$ cat src/rtl/usb_stuff_nrzi_tx.sv
// USB full-speed bit stuffer, NRZI encoder and line driver with elastic bit FIFO.
// Optional STUFF_COUNT_EN builds the per-packet stuffed-bit counter.
module usb_stuff_nrzi_tx #(
    parameter int DEPTH     = 32,
    parameter int START_LVL = 2
) (
    input  logic       clk,
    input  logic       rst_b,
    input  logic       bit_in,
    input  logic       bit_valid,
    input  logic       eop_req,
    output logic       dp,
    output logic       dm,
    output logic       tx_active,
    output logic       tx_done,
    output logic       underrun,
    output logic       overflow,
    output logic [7:0] stuff_cnt
);
    localparam int AW = $clog2(DEPTH);
    localparam int CW = AW + 1;

    typedef enum logic [2:0] {
        IDLE, SEND, STUFF, EOP1, EOP2, EOPJ
    } state_e;

    state_e         state_q, state_d;
    logic [DEPTH-1:0] mem_q;
    logic [AW-1:0]  wr_q, rd_q;
    logic [CW-1:0]  count_q, count_d;
    logic [2:0]     ones_q, ones_d;
    logic           lvl_q, lvl_d;
    logic           pend_q, pend_d;
    logic           eop_prev_q;
    logic           dp_d, dm_d, act_d, done_d, ur_d, ovf_d;
    logic           pop, wr, rd_bit, full, empty, start;
    logic           clr_pend, clr_cnt, inc_cnt;

    assign full   = (count_q == CW'(DEPTH));
    assign empty  = (count_q == '0);
    assign rd_bit = mem_q[rd_q];
    // A simultaneous pop frees a slot, so a write at full is still accepted
    assign wr     = bit_valid && (!full || pop);
    assign ovf_d  = bit_valid && !wr;
    assign start  = (count_q >= CW'(START_LVL)) || (!empty && pend_q);
    assign count_d = count_q + CW'(wr) - CW'(pop);
    assign pend_d = (eop_req && !eop_prev_q) ? 1'b1 :
                    clr_pend                 ? 1'b0 : pend_q;

    always_comb begin
        state_d  = state_q;
        pop      = 1'b0;
        lvl_d    = lvl_q;
        ones_d   = ones_q;
        dp_d     = 1'b1;
        dm_d     = 1'b0;
        act_d    = 1'b0;
        done_d   = 1'b0;
        ur_d     = 1'b0;
        clr_pend = 1'b0;
        clr_cnt  = 1'b0;
        inc_cnt  = 1'b0;
        unique case (state_q)
            IDLE: begin
                if (start) begin
                    state_d = SEND;
                    ones_d  = '0;
                    clr_cnt = 1'b1;
                end
            end
            SEND: begin
                act_d = 1'b1;
                if (!empty) begin
                    pop    = 1'b1;
                    lvl_d  = rd_bit ? lvl_q : ~lvl_q;
                    dp_d   = lvl_d;
                    dm_d   = ~lvl_d;
                    ones_d = rd_bit ? 3'(ones_q + 3'd1) : 3'd0;
                    if (rd_bit && ones_q == 3'd5)
                        state_d = STUFF;
                end else begin
                    // Empty FIFO ends the packet; without eop it is an abort
                    dp_d    = 1'b0;
                    ur_d    = !pend_q;
                    state_d = EOP1;
                end
            end
            STUFF: begin
                act_d   = 1'b1;
                lvl_d   = ~lvl_q;
                dp_d    = lvl_d;
                dm_d    = ~lvl_d;
                ones_d  = '0;
                inc_cnt = 1'b1;
                state_d = SEND;
            end
            EOP1: begin
                act_d   = 1'b1;
                dp_d    = 1'b0;
                state_d = EOP2;
            end
            EOP2: begin
                act_d   = 1'b1;
                done_d  = 1'b1;
                state_d = EOPJ;
            end
            EOPJ: begin
                clr_pend = 1'b1;
                lvl_d    = 1'b1;
                state_d  = IDLE;
            end
            default: state_d = IDLE;
        endcase
    end

    always_ff @(posedge clk or negedge rst_b) begin
        if (!rst_b) begin
            state_q    <= IDLE;
            mem_q      <= '0;
            wr_q       <= '0;
            rd_q       <= '0;
            count_q    <= '0;
            ones_q     <= '0;
            lvl_q      <= 1'b1;
            pend_q     <= 1'b0;
            eop_prev_q <= 1'b0;
            dp         <= 1'b1;
            dm         <= 1'b0;
            tx_active  <= 1'b0;
            tx_done    <= 1'b0;
            underrun   <= 1'b0;
            overflow   <= 1'b0;
        end else begin
            state_q    <= state_d;
            if (wr) begin
                mem_q[wr_q] <= bit_in;
                wr_q        <= wr_q + 1'b1;
            end
            if (pop)
                rd_q <= rd_q + 1'b1;
            count_q    <= count_d;
            ones_q     <= ones_d;
            lvl_q      <= lvl_d;
            pend_q     <= pend_d;
            eop_prev_q <= eop_req;
            dp         <= dp_d;
            dm         <= dm_d;
            tx_active  <= act_d;
            tx_done    <= done_d;
            underrun   <= ur_d;
            overflow   <= ovf_d;
        end
    end

`ifdef STUFF_COUNT_EN
    logic [7:0] scnt_q;

    always_ff @(posedge clk or negedge rst_b) begin
        if (!rst_b)
            scnt_q <= '0;
        else if (clr_cnt)
            scnt_q <= '0;
        else if (inc_cnt && scnt_q != 8'hFF)
            scnt_q <= scnt_q + 8'd1;
    end

    assign stuff_cnt = scnt_q;
`else
    logic unused_cnt;

    assign unused_cnt = clr_cnt ^ inc_cnt;
    assign stuff_cnt  = '0;
`endif

endmodule

$ cat config.mk
export PLATFORM = sky130hd
export DESIGN_NAME = usb_stuff_nrzi_tx
export DESIGN_NICKNAME = d
export VERILOG_FILES = /design/src/rtl/usb_stuff_nrzi_tx.sv
export SDC_FILE = /design/constraint.sdc
export NUM_CORES = 1
export LEC_CHECK = 0
export ABC_AREA = 0
export CAP_MARGIN = 20
export CORE_ASPECT_RATIO = 1.5
export CORE_MARGIN = 3
export CORE_UTILIZATION = 55
export DETAILED_ROUTE_END_ITERATION = 12
export PLACE_DENSITY_LB_ADDON = 0.05
export SLEW_MARGIN = 20
export SYNTH_ARGS = -nofsm -noshare
export SYNTH_HDL_FRONTEND = slang
export SYNTH_SLANG_ARGS = --single-unit
$ cat constraint.sdc
create_clock -name clk -period 3.45 [get_ports clk]
set_clock_uncertainty 0.1 [all_clocks]
set_input_delay 0.69 -clock clk [delete_from_list [all_inputs] [get_ports clk]]
set_output_delay 0.69 -clock clk [all_outputs]
set_load 0.01 [all_outputs]
==> metrics.txt, run 1 <==
status complete, no violations; antenna-violating nets left 0; Post-CTS Hold Fix Bufs 0; critical path capture point type flop; Total Power 3.64 mW; Final period util 84.0%; IO Pins 19; Flop pwr share 38.0%; CTS Buf Count 9; GP Congestion 0.865; CP arrival 3060 ps; final WL 6640 µm; largest net degree at the start of global routing 41; Clock Power Share 19.7%; type of the setup path with the least slack flop to flop; PwrDens 944 mW/mm²; post-synthesis sequential area ratio 44.3%; drt pass-1 iters 4; register bit total from synthesis 63; unrepaired setup endpoints after global routing false; final setup violation count 0; synth unique cells 53; R2R depth 12; Critical-path top delay cell or3b_1; Critical Path, Cell by Cell or3b_1 > nor2_4 > o21a_4 > inv_1 > ha_1 > inv_1 > ha_1 > fa_1 > a21oi_1 > nor2_1 > nor2_1 > xnor2_1; Slew Limit Headroom 49.7%; Row Count 35; total grt overflow 0; cell taking the most area after synthesis dfrtp_1; Final min period 2900 ps; EDFF count, synth 0; CTS tree done; Starting Density 57.3%; worst-path maximum fanout 11; most common cell in the synthesized netlist dfrtp_1; Leakage 1.84 nW; Max-Cap Viols 0; Placed Cells 379; Hold Crit Class input port to asynchronous set/reset pin; layout net count 338; area post-placement 0.00364 mm²; average wire per standard cell 16.8 µm; # diodes 0; Layout area overhead 8.43%; post-detail-place hpwl 4680 µm; main flop type after synthesis dfrtp_1; Gate power share 42.2%; Avg Synthesized Cell Area 11.5 µm²; Setup TNS 0 ps; GRT Total Usage 19.8%; FF-to-FF End count_q[4]; Area contributors post-synth dfrtp_1 (43%), mux2_4 (13%), ha_1 (5.6%); reg2reg start state_q[1]; Final Core Density 62.1%; cell count after synthesis 310; async set-reset flop share out of synthesis 100%; height of the die 105 µm; setup ws final 553 ps; via count 2213; pins over their slew limit 0; global route hottest layer met2; pre-CTS setup slack 515 ps; die area 0.00750 mm²; Sw Ratio 36.6%; Worst path max stage delay 550 ps; Post-CTS Setup Inserts 0; Buf/Inv on CP 2; DR vias/cell 5.60; Fin Hold WS 237 ps; P_sw 1.33 mW; Max rail drop VDD 399 µV; Fin. Hold Viols 0; Mapped Area 0.00356 mm²; fraction of final layout cells sized beyond drive strength 1 23.1%; Clock H-tree levels 3; Starting DRT DRC Count 79; Worst Tran Pin Value 745 ps; first-pass GRT wire length 11400 µm; top cell type's share of synthesized area 42.9%; reg-to-reg slack, setup 550 ps; Cell Count, Final, Fillers Out 395; initial antenna violation count 0; Internal Power 2.31 mW; post_cts resized 0; clock latency on the worst-skew pair 340 ps; cell area after layout 0.00386 mm²; M2 GR Usage 33.8%; met1 usage 23.7%; Setup crit start kind flop; total core area 0.00622 mm²; I/O Buffers 10; CP required 3620 ps; Fmax 345 MHz; Post-route DRC 0; vias in the first global route 2287; Worst-path clk slew 70 ps; chip width 71.7 µm; met3 usage 2.69%; worst-case clock buffer depth 2; YS warnings 0; clk sinks 63; CP top delay family adder cells; clock root buffer clkbuf_8; top cells by count, synth dfrtp_1 (61), nand2_1 (37), mux2_4 (31), ha_1 (16), inv_1 (15)
==> metal layers <==
| layer | wire length (µm) | part of all wire [%] |
|---|---|---|
| met1 | 2900 | 44 |
| met2 | 3450 | 52 |
| met3 | 137 | 2.1 |
| met4 | 157 | 2.4 |
| met5 | 0 | 0 |
==> logic make-up after synthesis <==
| logic type | share of synthesized area, % |
|---|---|
| other | 0.105 |
| XOR/XNOR | 3.44 |
| AO/OA/AOI/OAI | 6.04 |
| multiplexers | 18.8 |
| AND/OR/NAND/NOR | 14.3 |
| adder cells (fa/ha/maj) | 6.18 |
| flip-flops | 44.3 |
| buffers and inverters | 6.82 |
==> flip-flops by register name (all words and copies together) (netlist names) <==
register / count
pend_q: 1
eop_prev_q: 1
mem_q: 32
wr_q: 5
lvl_q: 1
ones_q: 3
dm: 1
count_q: 6
state_q: 3
tx_active: 1
underrun: 1
dp: 1
tx_done: 1
rd_q: 5
overflow: 1
==> final cells by class <==
type,count,area (µm²)
fillers,532,2360
repair buffers,15,145
clock inverters,5,81.3
clock buffers,11,141
multi-input cells,212,1770
well taps,74,92.6
inverters,15,56.3
flip-flops and latches,63,1580
==> cells in the final DEF (no fill, tap or decap), types with 4 or more instances in the layout <==
cell	count
a21oi_1	7
and2_1	4
buf_4	4
clkbuf_8	10
clkdlybuf4s50_1	9
conb_1	8
dfrtp_1	61
ha_1	16
inv_1	15
mux2_4	31
mux2i_1	8
mux4_2	4
nand2_1	37
nand2_2	8
nand3_1	10
nand4_1	4
nor2_1	6
nor3_1	4
nor3b_1	6
o21ai_0	6
xnor2_1	9
xor2_1	5
==> power by group through the flow <==
stage                     logic (mW)  clock network (mW)  registers [mW]
after global routing            1.73               0.771            1.43
after floorplan                 1.41                   0            1.21
final                           1.54               0.719            1.39
after global placement          1.54                   0            1.39
after CTS                       1.57               0.736            1.39
after detailed placement        1.56                   0            1.40
==> how the worst max path moves through the flow <==
stage,slack [ps],from,cells past startpoint,end
after floorplan,650,count_q[2],14,count_q[5]
after global placement,550,bit_valid,11,count_q[4]
after detailed placement,520,bit_valid,11,count_q[4]
after CTS,540,state_q[1],12,count_q[4]
after global routing,370,state_q[1],12,count_q[5]
final,550,state_q[1],12,count_q[4]
Note: power is estimated with default switching activity, not from simulation.
==> inputs of run 2 (changes only) <==
- CORE_UTILIZATION: 55 -> 54
- clock period: 3.45 -> 2.37 ns (I/O delays scaled with it)
==> run 2 against run 1 <==
The flow now finishes with violations (negative setup slack). Non-clock buffer count rose by 29. Register-to-register slack got worse by 600 ps. Sequential power rose by 42%. Critical path type unchanged.
==> metrics.txt, run 2 (synthesized netlist as in run 1, its figures left out) <==
status finished with violations; violations in the final reports negative setup slack; WL met1 2750 µm (-5.1%); vias in the first global route 2500 (+9.3%); pins over their slew limit 0 (unchanged); Clock H-tree levels 3 (unchanged); Critical-path top delay cell dfrtp_1; via count 2299 (+3.9%); I/O Buffers 10 (unchanged); GP Congestion 0.802 (-7.3%); area post-placement 0.00386 mm² (+6.0%); Top reg by flops mem_q; unrepaired setup endpoints after global routing true; clock root buffer clkbuf_8; most frequent cells in the layout dfrtp_1 (60), nand2_1 (35), mux2_4 (31), buf_4 (29), ha_1 (12); Cell Count, Final, Fillers Out 423 (+7.1%); type of the setup path with the least slack flop to flop; Final min period 2420 ps (-476 ps); worst-case clock buffer depth 2 (unchanged); Leakage 1.97 nW (+7.3%); GRT Total Usage 20.2% (+0.42 points); PwrDens 1370 mW/mm² (+45%); drt pass-1 iters 4 (unchanged); CP most frequent cell ha_4; total core area 0.00626 mm² (+0.70%); Largest register FFs 32 (unchanged); Hold Crit Class flop to flop; Top Registers mem_q x32, count_q x6; most common cell after layout, fill and taps aside dfrtp_1; CTS Buf Count 9 (unchanged); clk sinks 63 (unchanged); CP arrival 2590 ps (-470 ps); # diodes 0 (unchanged); die area 0.00762 mm² (+1.7%); height of the die 105 µm (+0.87%); Worst path max stage delay 400 ps (-150 ps); cell area after layout 0.00414 mm² (+7.3%); Row Count 35 (unchanged); Post-route DRC 0 (unchanged); antenna-violating nets left 0 (unchanged); Setup TNS -101 ps (-101 ps); Fmax 413 MHz (+20%); CTS tree done; critical path capture point type flop; Max rail drop VDD 794 µV (+99%); final setup violation count 2 (+2); largest net degree at the start of global routing 45 (+9.8%); worst-path maximum fanout 4 (-7); Setup crit start kind flop; WL met2 3790 µm (+10%); average wire per standard cell 16.3 µm (-2.8%); Slew Limit Headroom 60.5% (+11 points); Fin. Hold Viols 0 (unchanged); total grt overflow 0 (unchanged); Max Used Layer met4; clock latency on the worst-skew pair 340 ps (about the same); first-pass GRT wire length 11800 µm (+3.7%); Placed Cells 401 (+5.8%); Met3 Routed Length 188 µm (+37%); Max-Cap Viols 0 (unchanged); Starting DRT DRC Count 116 (+47%); chip width 72.3 µm (+0.84%); post-detail-place hpwl 4840 µm (+3.4%); IO Pins 19 (unchanged); initial antenna violation count 0 (unchanged); layout net count 367 (+8.6%); Worst Tran Pin Value 592 ps (-153 ps); CP required 2530 ps (-1090 ps); Worst-path clk slew 70 ps (about the same); final WL 6910 µm (+4.1%); fraction of final layout cells sized beyond drive strength 1 33.8% (+11 points); setup ws final -51.3 ps (-604 ps); pre-CTS setup slack -160 ps (-676 ps); Final period util 102% (+18 points); Starting Density 56.9% (-0.40 points); Critical Path, Cell by Cell inv_2 > ha_4 > nor3b_4 > buf_6 > a21oi_4 > ha_4 > inv_2 > ha_4 > fa_2 > a21oi_2 > nor2_1 > nor2_1 > xnor2_1; DR vias/cell 5.43 (-3.0%); Layout area overhead 16.4%
run 2: changes by cell type in the layout (fill, tap and decap cells not counted), sizes merged:
cell | previous run | this run
buf | 6 | 34
bufinv | 2 | 1
clkbuf | 11 | 10
clkinv | 2 | 4
clkinvlp | 1 | 0
dlygate4sd3 | 0 | 1
run 2: per-layer routing:
layer | vias to the layer above | GRT usage, %
li1 | 1111 | -
met3 | 15 | 4.87
met2 | 34 | 36.1
met1 | 1139 | 22.0
met4 | 0 | 8.60
met5 | - | 0
run 2: worst paths after layout:
kind | start | end | slack [ps] | cells past startpoint
min in group asynchronous | rst_b | mem_q[31] | 520 | 2
worst max register to register | count_q[3] | count_q[4] | -50 | 13
worst max-delay path | count_q[3] | count_q[4] | -50 | 13
worst min register to register | eop_prev_q | pend_q | 330 | 1
max in group asynchronous | rst_b | rd_q[1] | 1040 | 3
worst min-delay path | eop_prev_q | pend_q | 330 | 1
run 2: metrics by stage:
step / utilization, % / total power [mW] / hold slack (ps)
finish: 66.2 / 5.67 / 331
global route: 66.2 / 6.11 / 380
CTS: 65.7 / 5.65 / 336
detailed placement: 61.6 / 4.64 / 327
global placement: 61.6 / 4.58 / 321
floorplan: - / 3.92 / 78.4
run 2: area by class of cell:
type | instances | area [µm²]
clock inverter | 5 | 50.0
multi-input combinational | 212 | 1860
clock buffer | 10 | 128
tap | 74 | 92.6
sequential | 63 | 1580
timing repair buffer | 44 | 377
inverter | 15 | 56.3
fill | 489 | 2120
run 2: power by group:
group          switching [mW]  internal, mW
Clock                   0.401         0.473
Sequential              0.424          1.55
Combinational            1.23          1.58
Total                    2.06          3.61
run 2: timing repair:
item | in CTS | in global routing
gates cloned | 0 | 0
endpoints found under the setup margin | 7 | 23
pin swaps | 9 | 8
setup buffers | 5 | 2
endpoints found under the hold margin | 8 | 0
hold buffers | 1 | 0
resized for setup | 7 | 7
run 2: worst max-delay path: cells and delay by family, from the launching register on:
| kind | cells | cell delay (ps) |
|---|---|---|
| compound gates | 2 | 190 |
| buf+inv | 3 | 270 |
| xor+xnor | 1 | 130 |
| fa+ha+maj | 4 | 890 |
| flops | 1 | 400 |
| simple gates | 3 | 370 |
